`config.mk`:
```
export PLATFORM = sky130hd
export DESIGN_NAME = regfile_wr_arbiter
export DESIGN_NICKNAME = d
export VERILOG_FILES = /design/src/rtl/regfile_wr_arbiter.sv
export SDC_FILE = /design/constraint.sdc
export NUM_CORES = 1
export LEC_CHECK = 0
export ABC_CLOCK_PERIOD_IN_PS = 5800
export CORE_ASPECT_RATIO = 0.9
export CORE_MARGIN = 2
export CORE_UTILIZATION = 34
export CTS_BUF_LIST = sky130_fd_sc_hd__clkbuf_16
export DETAILED_ROUTE_END_ITERATION = 16
export GPL_ROUTABILITY_DRIVEN = 0
export PLACE_DENSITY = 0.67
export SLEW_MARGIN = 20
export SYNTH_ARGS = -nofsm -noshare
export SYNTH_HDL_FRONTEND = slang
export SYNTH_SLANG_ARGS = --single-unit
```
`constraint.sdc`:
```
create_clock -name clk -period 5.8 [get_ports clk]
set_input_delay 1.45 -clock clk [delete_from_list [all_inputs] [get_ports clk]]
set_output_delay 1.45 -clock clk [all_outputs]
set_load 0.01 [all_outputs]
```
`src/rtl/regfile_wr_arbiter.sv`:
```
// rtl/regfile_wr_arbiter.sv - round-robin write-port arbiter with burst lock for the 8 x 16-bit register file
module regfile_wr_arbiter #(
  parameter int NREQ     = 3,
  parameter int DW       = 16,
  parameter int AW       = 3,
  parameter int LOCK_MAX = 15
) (
  input  logic                  clk,
  input  logic                  rst_b,
  input  logic [NREQ-1:0]       req_valid,
  input  logic [NREQ-1:0]       req_last,
  input  logic [NREQ*AW-1:0]    req_addr,
  input  logic [NREQ*DW-1:0]    req_data,
  output logic [NREQ-1:0]       req_ready,
  input  logic                  wr_stall,
  output logic [(1<<AW)-1:0]    reg_en,
  output logic [DW-1:0]         reg_wdata,
  output logic                  lock_active,
  output logic [1:0]            lock_owner,
  output logic                  lock_abort
);

  localparam int NREG = 1 << AW;

  typedef enum logic {S_IDLE = 1'b0, S_LOCK = 1'b1} state_t;

  state_t          state_q, state_d;
  logic [1:0]      ptr_q, ptr_d;
  logic [1:0]      owner_q, owner_d;
  logic [7:0]      cnt_q, cnt_d;
  logic [NREG-1:0] en_q, en_d;
  logic [DW-1:0]   wdata_q, wdata_d;

  logic            found;
  logic [1:0]      win;
  logic [1:0]      cand;
  logic            acc;
  logic            abort;
  logic [1:0]      sel;

  function automatic logic [1:0] next_idx(input logic [1:0] v);
    return (v == 2'(NREQ - 1)) ? 2'd0 : v + 2'd1;
  endfunction

  // Round-robin scan: first valid requester starting at the priority pointer
  always_comb begin
    found = 1'b0;
    win   = ptr_q;
    cand  = ptr_q;
    for (int k = 0; k < NREQ; k++) begin
      if (!found && req_valid[cand]) begin
        found = 1'b1;
        win   = cand;
      end
      cand = next_idx(cand);
    end
  end

  // Output decode: ready, acceptance and timeout abort; stall and reset silence everything
  always_comb begin
    req_ready = '0;
    acc       = 1'b0;
    abort     = 1'b0;
    sel       = owner_q;
    if (rst_b && !wr_stall) begin
      if (state_q == S_IDLE) begin
        if (found) begin
          req_ready[win] = 1'b1;
          acc            = 1'b1;
          sel            = win;
        end
      end else if (cnt_q == 8'(LOCK_MAX)) begin
        // Forced release cycle: the owner gets no ready even if it came back
        abort = 1'b1;
      end else begin
        req_ready[owner_q] = 1'b1;
        acc                = req_valid[owner_q];
      end
    end
  end

  // Next-state: arbitration state, pointer, owner, idle counter and write-port values
  always_comb begin
    state_d = state_q;
    ptr_d   = ptr_q;
    owner_d = owner_q;
    cnt_d   = cnt_q;
    en_d    = '0;
    wdata_d = wdata_q;
    if (acc) begin
      en_d    = NREG'(1) << req_addr[int'(sel)*AW +: AW];
      wdata_d = req_data[int'(sel)*DW +: DW];
    end
    if (!wr_stall) begin
      case (state_q)
        S_IDLE: begin
          if (acc) begin
            owner_d = sel;
            cnt_d   = 8'd0;
            if (req_last[sel]) begin
              ptr_d = next_idx(sel);
            end else begin
              state_d = S_LOCK;
            end
          end
        end
        default: begin
          if (abort) begin
            state_d = S_IDLE;
            ptr_d   = next_idx(owner_q);
            cnt_d   = 8'd0;
          end else if (acc) begin
            cnt_d = 8'd0;
            if (req_last[owner_q]) begin
              state_d = S_IDLE;
              ptr_d   = next_idx(owner_q);
            end
          end else begin
            cnt_d = cnt_q + 8'd1;
          end
        end
      endcase
    end
  end

  // State register with asynchronous clear; an abandoned burst issues no further writes
  always_ff @(posedge clk or negedge rst_b) begin
    if (!rst_b) begin
      state_q <= S_IDLE;
      ptr_q   <= 2'd0;
      owner_q <= 2'd0;
      cnt_q   <= 8'd0;
      en_q    <= '0;
      wdata_q <= '0;
    end else begin
      state_q <= state_d;
      ptr_q   <= ptr_d;
      owner_q <= owner_d;
      cnt_q   <= cnt_d;
      en_q    <= en_d;
      wdata_q <= wdata_d;
    end
  end

  assign reg_en      = en_q;
  assign reg_wdata   = wdata_q;
  assign lock_active = (state_q == S_LOCK);
  assign lock_owner  = owner_q;
  assign lock_abort  = abort;

endmodule

```
# After elaboration in Yosys (flattened, before gate mapping)
# Index checks and enable logic that the tools add are counted.
[totals]
output_inout_bits = 31
ff_bits = 37
mem_bits_ro = 0
wordCells = 101
latchBits = 0
n_memories = 0
in_bits = 66
mem_bits_rw = 0
[classes]
addsub = 5
bitwise_logic = 2
shift = 3
multipliers = 1
reduce_logical = 14
div = 0
n_lt_le_gt_ge = 8
eq_ne = 6
muxes = 56
[ops]
columns = ["operator", "n"]
rows = [
  ["$shiftx 48x7->16", 1],
  ["$mux 8", 5],
  ["$mux 2", 15],
  ["$mux 1", 24],
  ["$lt 2x3->1 const B", 6],
  ["$bmux 1 s2", 6],
  ["$mux 3", 4],
  ["$shiftx 9x5->3", 1],
  ["$add 2x1->2 const B", 4],
  ["$add 8x1->8 const B", 1],
  ["$eq 2x2->1 const B", 4],
  ["$eq 8x4->1 const B", 1],
  ["$shl 1x3->8 const A", 1],
  ["$reduce_bool 2->1", 3],
  ["$logic_and 1x1->1", 5],
  ["$reduce_and 5->1", 1],
  ["$demux 1 s2", 2],
  ["$ge 2x1->1 const B", 2],
  ["$mul 2x2->4 const B", 1],
  ["$logic_not 1->1", 3],
  ["$ne 3x2->1 const B", 1],
  ["$reduce_and 3->1", 1],
  ["$not 1->1", 2],
  ["$reduce_and 2->1", 1],
]

# Longest topological paths before layout
[depth]
depth_word = 17
depth_mapped = 9
mapped_depth_nobuf = 7

# Least setup slack after synthesis
# OpenSTA, ideal clock, no wires.
[synth_timing]
kind = "in2out"
startpoint = "input req_valid[2]"
endpoint = "output req_ready[0]"
stages = 6
t_required_ns = 4.350
n_path_buf = 1
arrival_ns = 2.533
slack_ns = 1.817
path_cell_list = "a21bo_2 -> a21oi_1 -> clkbuf_1 -> nand2_1 -> o32a_1 -> nor2_1"
[synth_between]
elab_chain_cells = 16
word_cells_on_any_way = 23
cone_classes = "order compare: 2; mux: 16; reduce/logical: 5"
[synth_lines]
columns = ["item", "line", "source"]
rows = [
  ["from (decl)", "10", "input logic [NREQ-1:0] req_valid,"],
  ["$bmux 1 s2", "51", "if (!found && req_valid[cand]) begin"],
  ["$mux 1 (implied by the code)", "51", ""],
  ["$mux 1", "51", ""],
  ["$logic_not 1->1", "51", ""],
  ["$logic_and 1x1->1", "51", ""],
  ["$mux 1", "51", ""],
  ["$logic_not 1->1", "51", ""],
  ["$logic_and 1x1->1", "51", ""],
  ["$mux 2", "51", ""],
  ["$lt 2x3->1 (implied by the code) or $ge 2x1->1 (tied branches)", "68", "req_ready[win] = 1'b1;"],
  ["$logic_and 1x1->1 (implied by the code)", "68", ""],
  ["$mux 1 (implied by the code)", "68", ""],
  ["$demux 1 s2", "68", ""],
  ["$mux 3 *", "67", "if (found) begin"],
  ["$mux 3 *", "66", "if (state_q == S_IDLE) begin"],
  ["$mux 3 *", "65", "if (rst_b && !wr_stall) begin"],
  ["to (decl)", "14", "output logic [NREQ-1:0] req_ready,"],
]
# Mark *: on every way between the ends. The rest lies on a longest branch, timed or not. The select of a mux whose other input is x is not followed.

# Worst setup path in the final report
# Ends and elaborated chain as after synthesis.

==> results.md <==
- Outcome: complete, no violations
- VDD IR max: 0.000183 V
- Max-cap violations: 0
- DRC viols: 0
- DR WL/cell: 15.7 µm
- Largest delay share family, worst path: buffers and inverters
- CP max FO: 7
- Fmax: 198 MHz
- Iter 0 DRT Violations: 161
- Clk_skew: 0.00404 ns
- GR Util All Layers: 0.192
- WP buf/inv: 2
- Largest net degree at the start of global routing: 39
- Fin crit period: 5.06 ns
- WP data arrival: 3.61 ns
- Syn Inst Count: 233
- Total Neg Setup Slack: 0 ns
- Die W: 88.4 µm
- Syn_nets: 300
- Initial cell density of the core: 0.354
- Ant. Diodes: 0
- Post-CTS Setup Inserts: 0
- Warnings, synthesis: 0
- Worst skew pair latency: 0.27 ns
- Fraction of layout cells with a size suffix above 1: 0.0642
- Clock Path Buffers: 2
- Slew Viols, Final: 0
- Final setup viols: 0
- WS Path Type: in2out
- CP dominant cell by count: clkdlybuf4s50_1
- Worst path required time: 4.35 ns
- Clock slew at reported path FFs: 0.05 ns
- Pre-CTS WS: 0.786 ns
- Filler cell count: 574
- Vias in the first global route: 2,160
- Total power: 0.00152 W
- RSZ-0062 raised after global routing: no
- Core Rows: 27
- Vias: 2,232
- Hold_ws: 0.525 ns
- I/O Buffers: 96
- Register bit total from synthesis: 37
- IO Pins: 97
- Register Area: 926 µm²
- Multi-input logic area: 0.00119 mm²
- Clock sink total: 37
- Die Height: 79.9 µm
- Slack of the worst reg-to-reg path: 2.93 ns
- Synth Cell Area: 0.00218 mm²
- Placed Cells incl. Taps: 406
- Post-route ant nets: 0
- Highest cell delay on the worst timing path: 0.57 ns
- Clock Tree Root: clkbuf_16
- FFs w/ async S/R, synth: 1.00
- Num CTS Buffers: 5
- Post-cts resize count: 0
- Main synth FF type: dfrtp_1
- PwrDens: 443 mW/mm²
- Synth cell types: 48
- Htree depth: 2
- Detailed Routing Iterations Pass 1: 5
- P&R area growth vs syn: 57.2%
- CTS tree: yes
- Startpoint types: input port
- Die area: 0.00706 mm²
- Worst Setup End Kind: primary output
- Initial antenna violation count: 0
- Final nets: 393
- Slew HR: 0.470
- Least-Margin Pin Slew: 0.795 ns
- Sequential area share after synthesis: 0.425
- Cell Chain, Critical Path: clkdlybuf4s50_1 > a21bo_2 > a21oi_1 > nand2_1 > o32a_1 > nor2_1 > clkdlybuf4s50_1
- Tcrit/Tclk final: 0.872
- CP max-delay cell: clkdlybuf4s50_1
- DP Wirelength: 4810 µm
- Mean Syn Cell Area: 9.35 µm²
- Final WL: 6490 µm
- Gr ovfl total: 0
- Cts hold-fix bufs: 0
- Leakage: 1.37 nW
- Hold Vio Cnt, Final: 0
- EDFF count, synth: 0
- First-pass GRT wire length: 10,500 µm
- Final std cells w/o fill: 414
- Worst setup margin: 0.744 ns
- Hold Path Class: reg2reg
- Post-DR vias/cell: 5.39
- Core area: 0.00615 mm²
[through the flow]
step / instance area [µm²] / utilization
2_1_floorplan: 2180 / -
3_5_place_dp: 3230 / 0.526
6_report: 3420 / 0.557
4_1_cts: 3420 / 0.557
3_3_place_gp: 3220 / 0.524
5_1_grt: 3420 / 0.557
[power breakdown]
part           switching, W  total (W)  internal [W]
Clock              0.000103   0.000349      0.000245
Combinational      0.000363   0.000728      0.000365
Sequential        0.0000939   0.000439      0.000345
Total              0.000560    0.00152      0.000956
[worst reg2reg max path, delay by kind of cell, from the launching register on]
| kind | cells | cell delay (ns) |
|---|---|---|
| muxes | 1 | 0.38 |
| DFF | 1 | 0.44 |
| AOI/OAI and AO/OA | 3 | 1.06 |
| and+or+nand+nor | 2 | 0.87 |
[synthesized netlist by cell type, types with 2 or more instances]
| cell type | instances | area share |
|---|---|---|
| a22o_1 | 4 | 0.016 |
| a222oi_1 | 16 | 0.074 |
| and3_1 | 2 | 0.0057 |
| o2bb2ai_1 | 2 | 0.0080 |
| o32ai_1 | 2 | 0.0080 |
| o2111ai_1 | 3 | 0.012 |
| buf_2 | 2 | 0.0046 |
| nand3b_1 | 3 | 0.010 |
| nor2b_1 | 3 | 0.0086 |
| xnor2_1 | 2 | 0.0080 |
| xor2_1 | 4 | 0.016 |
| inv_1 | 7 | 0.012 |
| nor2_1 | 28 | 0.048 |
| o21a_1 | 2 | 0.0069 |
| nor3_1 | 4 | 0.0092 |
| nand2_1 | 14 | 0.024 |
| a31oi_1 | 4 | 0.011 |
| nand3_1 | 9 | 0.021 |
| a21oi_1 | 21 | 0.048 |
| o21ai_0 | 8 | 0.018 |
| dfrtp_1 | 37 | 0.43 |
| nor3b_1 | 4 | 0.014 |
| mux2i_1 | 3 | 0.014 |
| a2111oi_0 | 3 | 0.012 |
| o211ai_1 | 2 | 0.0069 |
| nand2b_1 | 5 | 0.014 |
| nand4_1 | 2 | 0.0057 |
| and2_1 | 2 | 0.0057 |
| clkbuf_1 | 10 | 0.017 |
| and3b_1 | 3 | 0.012 |
| a21o_1 | 2 | 0.0069 |
| mux2_2 | 4 | 0.021 |
[per-layer routing]
| layer | GRT usage | up-vias | wire, µm |
|---|---|---|---|
| li1 | - | 1082 | - |
| met1 | 0.252 | 1050 | 2860 |
| met2 | 0.311 | 88 | 3050 |
| met3 | 0.0455 | 12 | 448 |
| met4 | 0.0636 | 0 | 121 |
| met5 | 0 | - | 0 |
[flip-flops by register name, indices dropped and copies added, names as in the netlist]
register and flops:
ptr_q 2, lock_owner 2, cnt_q 8, reg_en 8, reg_wdata 16, lock_active 1
[layout by cell type, fill, tap and decap left out, types with 5 or more instances in the layout]
master | Yosys | routed
dfrtp_1 | 37 | 37
inv_1 | 7 | 7
nand2_1 | 14 | 14
nand3_1 | 9 | 9
nand2b_1 | 5 | 5
a21oi_1 | 21 | 21
clkbuf_16 | 0 | 5
o21ai_0 | 8 | 8
clkdlybuf4s50_1 | 0 | 95
a222oi_1 | 16 | 16
nor2_1 | 28 | 28
[cells by family (layout without fill, tap and decap cells)]
| group | after synthesis | count (layout) | share of synthesized area |
|---|---|---|---|
| AOI/OAI and AO/OA | 77 | 77 | 0.268 |
| xor gates and xnor gates | 6 | 6 | 0.0241 |
| adders and majority gates | 1 | 1 | 0.00574 |
| buffers and inverters | 20 | 114 | 0.0356 |
| DFF | 37 | 37 | 0.425 |
| muxes | 8 | 8 | 0.0414 |
| and+or+nand+nor | 84 | 84 | 0.200 |
[final cells by class]
cell class	count	share of cell area
Clock buffer	5	0.0365
Clock inverter	3	0.0190
Inverter	7	0.00768
Multi-Input combinational cell	176	0.349
Sequential cell	37	0.270
Tap cell	87	0.0318
Timing Repair Buffer	99	0.286
[path summary, 6_finish.rpt]
check / start / to / cells past startpoint
worst max-delay path: req_valid[2] / req_ready[0] / 7
min in group asynchronous: rst_b / reg_wdata[0] / 2
max in group asynchronous: rst_b / cnt_q[1] / 2
worst min register to register: reg_wdata[15] / reg_wdata[15] / 2
worst max register to register: ptr_q[1] / reg_en[0] / 6
worst min-delay path: reg_wdata[15] / reg_wdata[15] / 2
(Power assumes the default switching activity.)
